===== src/rtl/mem_arbiter.sv =====
// mem_arbiter: shares one single-port memory between instruction fetch (IM)
// and load/store (DM). DM wins ties by default. After MAX_DM_RUN back-to-back
// DM wins while IM waits, the next tie goes to IM. Memory latency is converted
// into a one-cycle ack pulse on each requester side. A stalled access is
// aborted with an error after TIMEOUT cycles.
module mem_arbiter #(
  parameter int ADDR_W     = 32,
  parameter int DATA_W     = 32,
  parameter int MAX_DM_RUN = 4,
  parameter int TIMEOUT    = 255
) (
  input  logic              clk_i,
  input  logic              rst_n_i,
  input  logic              im_req_i,
  input  logic [ADDR_W-1:0] im_addr_i,
  output logic              im_ack_o,
  output logic [DATA_W-1:0] im_dout_o,
  output logic              im_err_o,
  input  logic              dm_req_i,
  input  logic              dm_wen_i,
  input  logic [ADDR_W-1:0] dm_addr_i,
  input  logic [DATA_W-1:0] dm_din_i,
  output logic              dm_ack_o,
  output logic [DATA_W-1:0] dm_dout_o,
  output logic              dm_err_o,
  output logic              mem_en_o,
  output logic              mem_wen_o,
  output logic [ADDR_W-1:0] mem_addr_o,
  output logic [DATA_W-1:0] mem_din_o,
  input  logic [DATA_W-1:0] mem_dout_i,
  input  logic              mem_ready_i
);

  localparam int RUN_W = 4;   // holds 1..15
  localparam int TO_W  = 16;  // holds 1..65535

  typedef enum logic [1:0] {IDLE, BUSY, DONE} state_t;

  state_t            state, state_nxt;
  logic              owner_dm;    // 1 = current access belongs to DM
  logic [RUN_W-1:0]  dm_run_cnt;  // consecutive DM wins while IM was waiting
  logic [TO_W-1:0]   to_cnt;      // BUSY cycles already spent on this access
  logic              any_req;
  logic              grant_dm;
  logic              timed_out;
  logic              finish;

  // Arbitration decision and end-of-access detection
  always_comb begin
    any_req   = im_req_i | dm_req_i;
    grant_dm  = dm_req_i & (~im_req_i | (dm_run_cnt != RUN_W'(MAX_DM_RUN)));
    timed_out = (to_cnt == TO_W'(TIMEOUT - 1));
    finish    = mem_ready_i | timed_out;
  end

  // State register
  // NOTE: sequential state uses non-blocking assignments so every flop
  // samples the pre-edge values, independent of statement order.
  always_ff @(posedge clk_i or negedge rst_n_i) begin
    if (!rst_n_i) state <= IDLE;
    else          state <= state_nxt;
  end

  // Next-state logic
  // NOTE: state_nxt gets a default before the case so no path leaves it
  // unassigned, which would otherwise infer a latch.
  always_comb begin
    state_nxt = state;
    unique case (state)
      IDLE:    if (any_req) state_nxt = BUSY;
      BUSY:    if (finish)  state_nxt = DONE;
      DONE:    state_nxt = IDLE;
      default: state_nxt = IDLE;
    endcase
  end

  // Registered outputs, grant bookkeeping, run and timeout counters
  always_ff @(posedge clk_i or negedge rst_n_i) begin
    if (!rst_n_i) begin
      owner_dm   <= 1'b0;
      dm_run_cnt <= '0;
      to_cnt     <= '0;
      im_ack_o   <= 1'b0;
      im_dout_o  <= '0;
      im_err_o   <= 1'b0;
      dm_ack_o   <= 1'b0;
      dm_dout_o  <= '0;
      dm_err_o   <= 1'b0;
      mem_en_o   <= 1'b0;
      mem_wen_o  <= 1'b0;
      mem_addr_o <= '0;
      mem_din_o  <= '0;
    end else begin
      unique case (state)
        IDLE: begin
          if (any_req) begin
            owner_dm   <= grant_dm;
            mem_en_o   <= 1'b1;
            mem_addr_o <= grant_dm ? dm_addr_i : im_addr_i;
            mem_wen_o  <= grant_dm & dm_wen_i;
            mem_din_o  <= grant_dm ? dm_din_i : '0;
            // Only DM wins that made IM wait count towards the run limit.
            if (grant_dm && im_req_i) begin
              if (dm_run_cnt != RUN_W'(MAX_DM_RUN))
                dm_run_cnt <= dm_run_cnt + 1'b1;
            end else begin
              dm_run_cnt <= '0;
            end
          end
        end
        BUSY: begin
          to_cnt <= to_cnt + 1'b1;
          if (finish) begin
            mem_en_o  <= 1'b0;
            mem_wen_o <= 1'b0;
            to_cnt    <= '0;
            // A real completion wins over a timeout in the same cycle.
            if (owner_dm) begin
              dm_ack_o  <= 1'b1;
              dm_err_o  <= ~mem_ready_i;
              dm_dout_o <= (mem_ready_i && !mem_wen_o) ? mem_dout_i : '0;
            end else begin
              im_ack_o  <= 1'b1;
              im_err_o  <= ~mem_ready_i;
              im_dout_o <= mem_ready_i ? mem_dout_i : '0;
            end
          end
        end
        DONE: begin
          im_ack_o  <= 1'b0;
          im_dout_o <= '0;
          im_err_o  <= 1'b0;
          dm_ack_o  <= 1'b0;
          dm_dout_o <= '0;
          dm_err_o  <= 1'b0;
        end
        default: ;
      endcase
    end
  end

endmodule

===== config.mk =====
export PLATFORM = sky130hd
export DESIGN_NAME = mem_arbiter
export DESIGN_NICKNAME = d
export VERILOG_FILES = /design/src/rtl/mem_arbiter.sv
export SDC_FILE = /design/constraint.sdc
export NUM_CORES = 1
export LEC_CHECK = 0
export CAP_MARGIN = 20
export CORE_AREA = 4 4 124 126
export CTS_CLUSTER_SIZE = 14
export DETAILED_ROUTE_END_ITERATION = 10
export DIE_AREA = 0 0 128 130
export GPL_TIMING_DRIVEN = 0
export PLACE_DENSITY = 0.88
export SYNTH_ARGS = -nofsm -noshare
export SYNTH_HDL_FRONTEND = slang
export SYNTH_SLANG_ARGS = --single-unit

===== constraint.sdc =====
create_clock -name clk_i -period 4.8 [get_ports clk_i]
set_clock_uncertainty 0.05 [all_clocks]
set_input_delay 0.48 -clock clk_i [delete_from_list [all_inputs] [get_ports clk_i]]
set_output_delay 0.48 -clock clk_i [all_outputs]
set_load 0.1 [all_outputs]

* Yosys cells after proc, flatten, opt, wreduce, memory -nomap -nowiden *
Cells that the tools add are included.

storage, ports and cells
  input port bits = 134
  output and inout bits = 134
  register bits = 157
  word-level logic and storage cells = 77

cells by class
  bitwise operators = 7
  reductions and logical operators = 12
  $add $sub $neg = 2
  eq/ne operators = 9
  mux-type cells = 33

operators by type and width
  operator               count
  $mux 32                8
  $pmux 32 s2            2
  $add 16x1->16 const B  1
  $eq 16x8->1 const B    1
  $mux 16                1
  $pmux 1 s2             6
  $reduce_and 3->1       4
  $mux 1                 11
  $mux 4                 2
  $ne 2x2->1 const B     4
  $add 4x1->4 const B    1
  $mux 2                 2
  $ne 4x3->1 const B     1
  $pmux 2 s2             1
  $reduce_and 2->1       2
  $reduce_bool 2->1      2
  $or 1x1->1             3
  $and 1x1->1            2
  $eq 2x1->1 const B     1
  $eq 2x2->1 const B     1
  $logic_and 1x1->1      2
  $logic_not 2->1        1
  $ne 2x1->1 const B     1
  $not 1->1              2
  $logic_not 1->1        1

* Depth between registers and ports, before layout *
Gate-level depths: netlist of run 1.

  word-level depth = 6
  gate-level depth with buffers = 8
  depth with buffers taken out = 6

* Least setup slack after synthesis of run 1 *
No wires, ideal clock.

  path type = register to register
  from = register to_cnt[12]
  to = register dm_dout_o[0]
  required time = 4.627 ns
  arrival time = 2.166 ns
  library setup time = 0.123 ns
  cell stages (with the launch flop) = 7
  setup slack = 2.461 ns
  cell sequence = dfrtp_1 -> or4_4 -> or4_1 -> buf_2 -> a22o_4 -> buf_6 -> a22o_1

between the ends
  cells in the longest elaborated chain, start to end = 4

ends and longest elaborated chain
  what                        line  RTL
  start, declared             42    logic [TO_W-1:0] to_cnt;
  start signal, assigned      112   to_cnt <= to_cnt + 1'b1;
  $eq 16x8->1                 52    timed_out = (to_cnt == TO_W'(TIMEOUT - 1));
  $or 1x1->1                  53    finish = mem_ready_i | timed_out;
  $ne 2x2->1 (no line)        n/a
  $reduce_and 3->1 (no line)  n/a
  end signal, assigned        121   dm_dout_o <= (mem_ready_i && !mem_wen_o) ? mem_dout_i : '0;
  end, declared               24    output logic [DATA_W-1:0] dm_dout_o,

No other way between the ends.
A chain may end at the register's enable or synchronous reset.

* Final worst setup path of run 1 *
  from = register dm_err_o
  to = output dm_err_o

RTL lines
  what                    line  RTL
  start, declared         25    output logic dm_err_o,
  start signal, assigned  120   dm_err_o <= ~mem_ready_i;

No word-level cell between the ends.

==> results of run 1 <==
-- through the flow --
stage	hold WS, ns	util	setup WS (ns)	TNS, ns	instance area (µm²)
2_1_floorplan	0.134	-	2.46	0	6550
3_3_place_gp	0.410	0.660	-2.97	-465.76	9450
3_5_place_dp	0.413	0.662	1.85	0	9480
4_1_cts	0.0471	0.704	2.19	0	10100
5_1_grt	0.0781	0.704	2.05	0	10100
6_report	0.0244	0.704	2.22	0	10100
-- layer usage --
layer  vias to the layer above  global-route usage
met5                         -                   0
met4                         0              0.0930
met2                       284               0.421
li1                       2648                   -
met3                        47              0.0692
met1                      2878               0.290
-- layout by cell type, fill, tap and decap left out, types with 5 or more instances in the layout --
cell type        netlist  routed
a32o_1                32      32
a22o_1                62      62
clkbuf_8               0       5
nand2_1               52      52
a31oi_1               13      13
clkdlybuf4s50_1        0     266
inv_1                 14      14
nor3_1                 7       7
nand4_1                6       6
dfrtp_1              157     157
clkbuf_1              36      38
nand3_1               14      14
nor2_1                12      12
clkbuf_16              0      17
mux2i_1               34      34
o21ai_0               44      44
-- cell type report --
type,count,area share
Sequential cell,157,0.390
Clock inverter,7,0.0101
Timing Repair Buffer,268,0.268
Tap cell,184,0.0228
Buffer,43,0.0184
Inverter,15,0.00559
Multi-Input combinational cell,334,0.236
Clock buffer,24,0.0498
-- Yosys cell counts (all sizes together) (7+ instances only) --
library cell / instances
a22o: 63
a31oi: 13
a32o: 32
buf: 7
clkbuf: 36
dfrtp: 157
inv: 14
mux2i: 34
nand2: 52
nand3: 14
nor2: 12
nor3: 7
o21ai: 44
-- state kept, by name (all words and copies together) (netlist names) --
signal      count
dm_dout_o      32
im_dout_o      32
mem_addr_o     32
mem_din_o      32
to_cnt         16
dm_run_cnt      4
state           2
dm_ack_o        1
dm_err_o        1
im_ack_o        1
im_err_o        1
mem_en_o        1
mem_wen_o       1
owner_dm        1
-- path summary, 6_finish.rpt --
path	from	endpoint	slack, ns
setup / recovery	dm_err_o$_DFFE_PN0P_	dm_err_o	2.22
hold reg to reg	im_ack_o$_DFFE_PN0P_	im_ack_o$_DFFE_PN0P_	0.43
min in group clk_i	im_ack_o$_DFFE_PN0P_	im_ack_o$_DFFE_PN0P_	0.43
hold / removal	rst_n_i	mem_din_o[11]$_DFFE_PN0P_	0.02
setup reg to reg	dm_run_cnt[0]$_DFFE_PN0P_	mem_din_o[28]$_DFFE_PN0P_	2.23
max in group asynchronous	rst_n_i	to_cnt[6]$_DFFE_PN0P_	3.84
-- logic make-up after synthesis --
| kind of cell | after synthesis | share of synthesized area |
|---|---|---|
| AOI/OAI and AO/OA | 174 | 0.206 |
| DFF | 157 | 0.600 |
| buffers and inverters | 58 | 0.0369 |
| and+or+nand+nor | 120 | 0.0929 |
| adders and majority gates | 4 | 0.00765 |
| muxes | 36 | 0.0566 |
==> flow_metrics.tcl, run 1 <==
set metrics [dict create \
    cp-end-kind "primary output" \
    hp-class "primary input to asynchronous set/reset pin" \
    clkSinkCount 157 \
    syn_inst 549 \
    synth_nets 687 \
    synth_edf_count 0 \
    run_status "completed" \
    rows 44 \
    io_pins 268 \
    async_flop_share 1.00 \
    slowest_delay_ns 1.18 \
    crit_slowest_cell "clkdlybuf4s50_1" \
    die_w_um 128 \
    dr_total_vias 5857 \
    drive_gt1_frac 0.0495 \
    met2_length_um 10600 \
    synthDominantCellAreaShare 0.600 \
    fmax_mhz 388 \
    drv_cap 0 \
    syn_area_um2 6550 \
    synth-main-ff-cell "dfrtp_1" \
    firstDrtPassIters 5 \
    areaGrowthSynthToFinish_pct 54.0 \
    drv_slew 0 \
    cp_num_buf_inv 1 \
    n_fill_cell 1028 \
    holdBufCountCts 0 \
    ctsLongestPathBuffers 2 \
    rsz0062_at_grt "false" \
    clkTransAtPathRegs_ns 0.06 \
    routed_wl_um 20500 \
    htreeDepth 4 \
    postSynthAreaPerCell_um2 11.9 \
    worstSetupStartpointType "flop" \
    reg2reg_depth 7 \
    synth_area_leaders "dfrtp_1 60%, a22o_1 8.3%, mux2i_1 5.2%" \
    critPathMaxFanout 4 \
    grt_overflow 0 \
    core_area_um2 14300 \
    tightest_slew_ns 1.04 \
    post-cts-setup-buffer-count 0 \
    grt_pass1_wl_um 31600 \
    fin_crit_ns 2.58 \
    initial_core_util 0.457 \
    grt_max_degree 83 \
    track_usage 0.243 \
    detail_route.wl_per_cell_um 19.9 \
    crit_family "buffers and inverters" \
    wl_met1_um 7560 \
    ys_seq_area_frac 0.600 \
    cts_buffers 17 \
    stdcell_count 1032 \
    cp_num_cells 1 \
    synth_top_cell_by_area "dfrtp_1" \
    maxSlewHeadroom 0.306 \
    dp_hpwl_um 14900 \
    worstSetupPathType "flop to primary output" \
    finalSetupViolCount 0 \
    drt-vias-per-instance 5.68 \
    cts-root-buf "clkbuf_16" \
    placed_cells 1001 \
    post_cts_resized 0 \
    yosysWarnings 0 \
    multi_input_area_um2 2380 \
    remaining_drc_errors 0 \
    antenna_found_initial 0 \
    n_antenna_cell 0 \
    dieArea_um2 16600 \
    arrival_ns 2.05 \
    synthDistinctLibCells 45 \
    ys_seq_elements 157 \
    hold_viol 0 \
    crit_chain "clkdlybuf4s50_1" \
    die_h_um 130 \
    worstSkewPairLatency_ns 0.43 \
    finalCritPeriodShare 0.537 \
    drt_iter0_drc 403 \
    required_ns 4.27 \
    regArea_um2 3930 \
    gp_congestion 0.921 \
    grt_pass1_vias 5861 \
    wl_met3_um 1690 \
    nets 974 \
    cts_tree "yes" \
    highest_layer "met4" \
    portBuffers 267 \
    drt.antenna.violating_nets 0 \
]
Power of run 1 is not shown: default switching activity piles up to over one toggle a cycle in this logic, so the estimate is an artifact.
==> inputs of run 2 (changes only) <==
Settings changed: CORE_AREA 4 4 124 126 to 4 4 129 131, DIE_AREA 0 0 128 130 to 0 0 133 135, PLACE_DENSITY 0.88 to 0.82.
Clock period 4.8 ns to 2.4 ns, I/O delays scaled along.
==> flow_metrics.tcl, run 2 (synthesized netlist as in run 1, its figures left out) <==
set metrics [dict create \
    dr_total_vias 5758 \
    hold_viol 0 \
    gp_congestion 0.875 \
    tightest_slew_ns 1.05 \
    crit_chain "or3_4 -> or4_4 -> buf_6 -> a22o_4 -> buf_8 -> a22o_1" \
    critPathMaxFanout 10 \
    utilization 0.655 \
    drv_slew 0 \
    clkTransAtPathRegs_ns 0.06 \
    hp-class "primary input to flop" \
    arrival_ns 2.61 \
    drt.antenna.violating_nets 0 \
    timing.rr.start "to_cnt[13]$_DFFE_PN0P_" \
    n_antenna_cell 0 \
    drive_gt1_frac 0.0841 \
    drv_cap 0 \
    finalCritPeriodShare 0.981 \
    io_pins 268 \
    fin_crit_ns 2.35 \
    worstSkewPairLatency_ns 0.42 \
    die_w_um 133 \
    drt-vias-per-instance 5.37 \
    nets 981 \
    dp_hpwl_um 14200 \
    cts_tree "yes" \
    ctsLongestPathBuffers 2 \
    rsz0062_at_grt "true" \
    maxSlewHeadroom 0.301 \
    die_h_um 135 \
    dieArea_um2 18000 \
    slowest_delay_ns 0.56 \
    htreeDepth 4 \
    final_cell_mix "266 x clkdlybuf4s50_1, 153 x dfrtp_1, 62 x a22o_1" \
    finalSetupViolCount 0 \
    hold_start "dm_wen_i" \
    final.setup.tns_ns 0 \
    antenna_found_initial 0 \
    crit_slowest_cell "or4_4" \
    layout_commonest_cell "clkdlybuf4s50_1" \
    routed_wl_um 19500 \
    required_ns 2.66 \
    grt_overflow 0 \
    track_usage 0.219 \
    rows 46 \
    cts-root-buf "clkbuf_16" \
    clkSinkCount 157 \
    run_status "completed" \
    initial_core_util 0.420 \
    grt_pass1_wl_um 31300 \
    areaGrowthSynthToFinish_pct 56.1 \
    pre_cts_ws_ns -0.242 \
    layout_setup_ws_ns 0.0466 \
    cp-startpoint "to_cnt[13]$_DFFE_PN0P_" \
    cp-end-kind "flop" \
    firstDrtPassIters 5 \
    remaining_drc_errors 0 \
    detail_route.wl_per_cell_um 18.2 \
    cts_buffers 17 \
    worstSetupPathType "flop to flop" \
    core_area_um2 15600 \
    portBuffers 267 \
    drt_iter0_drc 215 \
    grt_pass1_vias 5864 \
    fmax_mhz 425 \
    worstSetupStartpointType "flop" \
    grt_max_degree 91 \
]
run 2: changes by cell type in the layout (fill, tap and decap cells not counted), moves of 3 or more:
cell      delta
clkbuf_1    -10
clkbuf_8     -3
buf_1        -3
clkbuf_2     +7
dfrtp_1      -4
clkinv_4     +3
buf_2        +3
inv_8        +3
buf_4        +7
dfrtp_2      +4
run 2: final cells by class:
class	count	area, µm²
Clock buffer	20	457
Timing Repair Buffer	276	2760
Inverter	15	56.3
Multi-Input combinational cell	334	2400
Clock inverter	12	129
Tap cell	216	270
Fill cell	1205	5380
Buffer	42	205
Sequential cell	157	3930
run 2: per-stage QoR:
stage                     hold slack [ns]  cell area [µm²]  cells
after global placement              0.410             9490   1032
after global routing                0.328            10200   1072
after detailed placement            0.326             9520   1033
after CTS                           0.307            10200   1071
after floorplan                    -0.106             6550    549
final                               0.322            10200   1072
run 2: final timing paths:
kind                                              end  slack [ns]  cells past startpoint
max                         dm_dout_o[20]$_DFFE_PN0P_        0.05                      6
min                             mem_wen_o$_DFFE_PN0P_        0.32                      2
max reg2reg                 dm_dout_o[20]$_DFFE_PN0P_        0.05                      6
min reg2reg                mem_addr_o[31]$_DFFE_PN0P_        0.43                      2
max in group asynchronous       to_cnt[0]$_DFFE_PN0P_        1.03                      3
min in group asynchronous   dm_dout_o[25]$_DFFE_PN0P_        0.44                      2
run 2: per-layer routing:
| metal | vias to the layer above | routed length, µm | track usage |
|---|---|---|---|
| li1 | 2664 | - | - |
| met4 | 0 | 709 | 0.101 |
| met1 | 2782 | 7680 | 0.266 |
| met2 | 258 | 9700 | 0.362 |
| met3 | 54 | 1450 | 0.0659 |
| met5 | - | 0 | 0 |
run 2: worst max-delay path, delay by kind of cell (launching register included):
| kind | cells | cell delay [ns] |
|---|---|---|
| buffers and inverters | 2 | 0.30 |
| and+or+nand+nor | 2 | 0.99 |
| AOI/OAI and AO/OA | 2 | 0.49 |
| DFF | 1 | 0.42 |
run 2: repair_timing:
item | 4_1_cts | 5_1_grt
setup endpoints to repair | 103 | 123
gates resized for setup | 8 | 27
setup buffers | 6 | 1
pin swaps | 4 | 3
hold buffers | 1 | 0
hold endpoints to repair | 89 | 0
Power of run 2 is left out for the same reason.
==> inputs of run 3 (changes only) <==
Settings changed: CORE_AREA 4 4 129 131 to 10 10 141 143, DIE_AREA 0 0 133 135 to 0 0 151 153, PLACE_DENSITY 0.82 to 0.79.
Clock period 2.4 ns to 2.1 ns, I/O delays scaled along.
==> flow_metrics.tcl, run 3 (synthesized netlist as in run 1, its figures left out) <==
set metrics [dict create \
    firstDrtPassIters 4 \
    drt.antenna.violating_nets 0 \
    highest_layer "met4" \
    fin_crit_ns 2.30 \
    cp_num_buf_inv 1 \
    portBuffers 267 \
    layout_setup_ws_ns -0.196 \
    met2_length_um 10800 \
    wl_met1_um 8730 \
    hold_viol 0 \
    grt_overflow 0 \
    arrival_ns 2.54 \
    dieArea_um2 23100 \
    grt_pass1_wl_um 34500 \
    violations "negative setup slack" \
    cts-root-buf "clkbuf_16" \
    final.setup.tns_ns -9.41 \
    drt_iter0_drc 376 \
    hp-class "primary input to asynchronous set/reset pin" \
    drt-vias-per-instance 5.41 \
    htreeDepth 4 \
    finalCritPeriodShare 1.09 \
    slowest_delay_ns 0.54 \
    crit_chain "or4_4 -> or4_4 -> a22o_4 -> clkbuf_16 -> a22o_1" \
    critPathMaxFanout 8 \
    areaGrowthSynthToFinish_pct 58.1 \
    crit_path_frequent_cell "or4_4" \
    rows 48 \
    core_area_um2 17100 \
    wl_met3_um 2690 \
    die_h_um 153 \
    utilization 0.607 \
    fmax_mhz 436 \
    ctsLongestPathBuffers 2 \
    track_usage 0.190 \
    grt_pass1_vias 6124 \
    n_antenna_cell 0 \
    cts_tree "yes" \
    dp_hpwl_um 16800 \
    die_w_um 151 \
    finalSetupViolCount 64 \
    drive_gt1_frac 0.115 \
    antenna_found_initial 0 \
    cp-end-kind "flop" \
    n_fill_cell 1456 \
    hold_ws_ns 0.275 \
    gp_congestion 0.847 \
    routed_wl_um 22600 \
    run_status "finished, violations left" \
    dpl_cell_area_um2 9540 \
    detail_route.wl_per_cell_um 20.7 \
    dr_total_vias 5914 \
    grt_max_degree 93 \
    clkTransAtPathRegs_ns 0.06 \
    tightest_slew_ns 1.03 \
    clkSinkCount 157 \
    worstSetupPathType "flop to flop" \
    worstSkewPairLatency_ns 0.41 \
    maxSlewHeadroom 0.316 \
    crit_slowest_cell "or4_4" \
    io_pins 268 \
    postLayoutCellArea_um2 10300 \
    initial_core_util 0.384 \
    required_ns 2.35 \
    layout_commonest_cell "dfrtp_1" \
    drv_slew 0 \
    final_cell_mix "155 x dfrtp_1, 134 x dlygate4sd2_1, 132 x clkdlybuf4s50_1" \
    crit_family "simple AND/OR/NAND/NOR gates" \
    rsz0062_at_grt "true" \
    remaining_drc_errors 0 \
    worstSetupStartpointType "flop" \
    cts_buffers 17 \
    drv_cap 0 \
    nets 995 \
]
run 3: cell types whose count changed in the layout (fill, tap and decap cells not counted), sizes merged, moves of 2 or more:
| cell | delta |
|---|---|
| dlygate4sd2 | +134 |
| buf | +9 |
| clkbuf | +5 |
| clkinvlp | +2 |
| inv | -2 |
| clkinv | -2 |
| clkdlybuf4s50 | -134 |
run 3: per-layer routing:
| layer | vias up | track usage |
|---|---|---|
| met3 | 23 | 0.0889 |
| met2 | 299 | 0.306 |
| met5 | - | 0 |
| li1 | 2694 | - |
| met1 | 2898 | 0.218 |
| met4 | 0 | 0.0582 |
run 3: path summary, 6_finish.rpt:
path | startpoint | endpoint | slack (ns) | cells after the start
setup / recovery | to_cnt[9]$_DFFE_PN0P_ | dm_dout_o[23]$_DFFE_PN0P_ | -0.20 | 5
hold / removal | rst_n_i | dm_dout_o[23]$_DFFE_PN0P_ | 0.28 | 2
setup reg to reg | to_cnt[9]$_DFFE_PN0P_ | dm_dout_o[23]$_DFFE_PN0P_ | -0.20 | 5
hold reg to reg | im_ack_o$_DFFE_PN0P_ | im_ack_o$_DFFE_PN0P_ | 0.42 | 2
max in group asynchronous | rst_n_i | mem_din_o[11]$_DFFE_PN0P_ | 0.89 | 3
min in group clk_i | dm_wen_i | mem_wen_o$_DFFE_PN0P_ | 0.31 | 2
run 3: repair_timing:
item,4_1_cts,5_1_grt
buffers inserted,7,13
pin swaps,30,7
hold buffers,1,0
cloned,2,3
hold endpoints to repair,65,0
resized for setup,173,11
setup endpoints to repair,285,146
run 3: stage by stage:
| stage | setup slack, ns | instances |
|---|---|---|
| finish | -0.196 | 1094 |
| global route | -0.235 | 1094 |
| CTS | -0.203 | 1080 |
| detailed placement | -0.697 | 1042 |
| global placement | -5.69 | 1041 |
| floorplan | -0.130 | 549 |
run 3: cell type report:
class	instances	area [µm²]	area share
Sequential cell	157	3930	0.380
Inverter	15	56.3	0.00544
Multi-Input combinational cell	334	2450	0.237
Timing Repair Buffer	293	2800	0.270
Clock buffer	20	457	0.0441
Clock inverter	11	131	0.0127
Tap cell	225	282	0.0272
Buffer	39	245	0.0237
Power of run 3 is left out for the same reason.
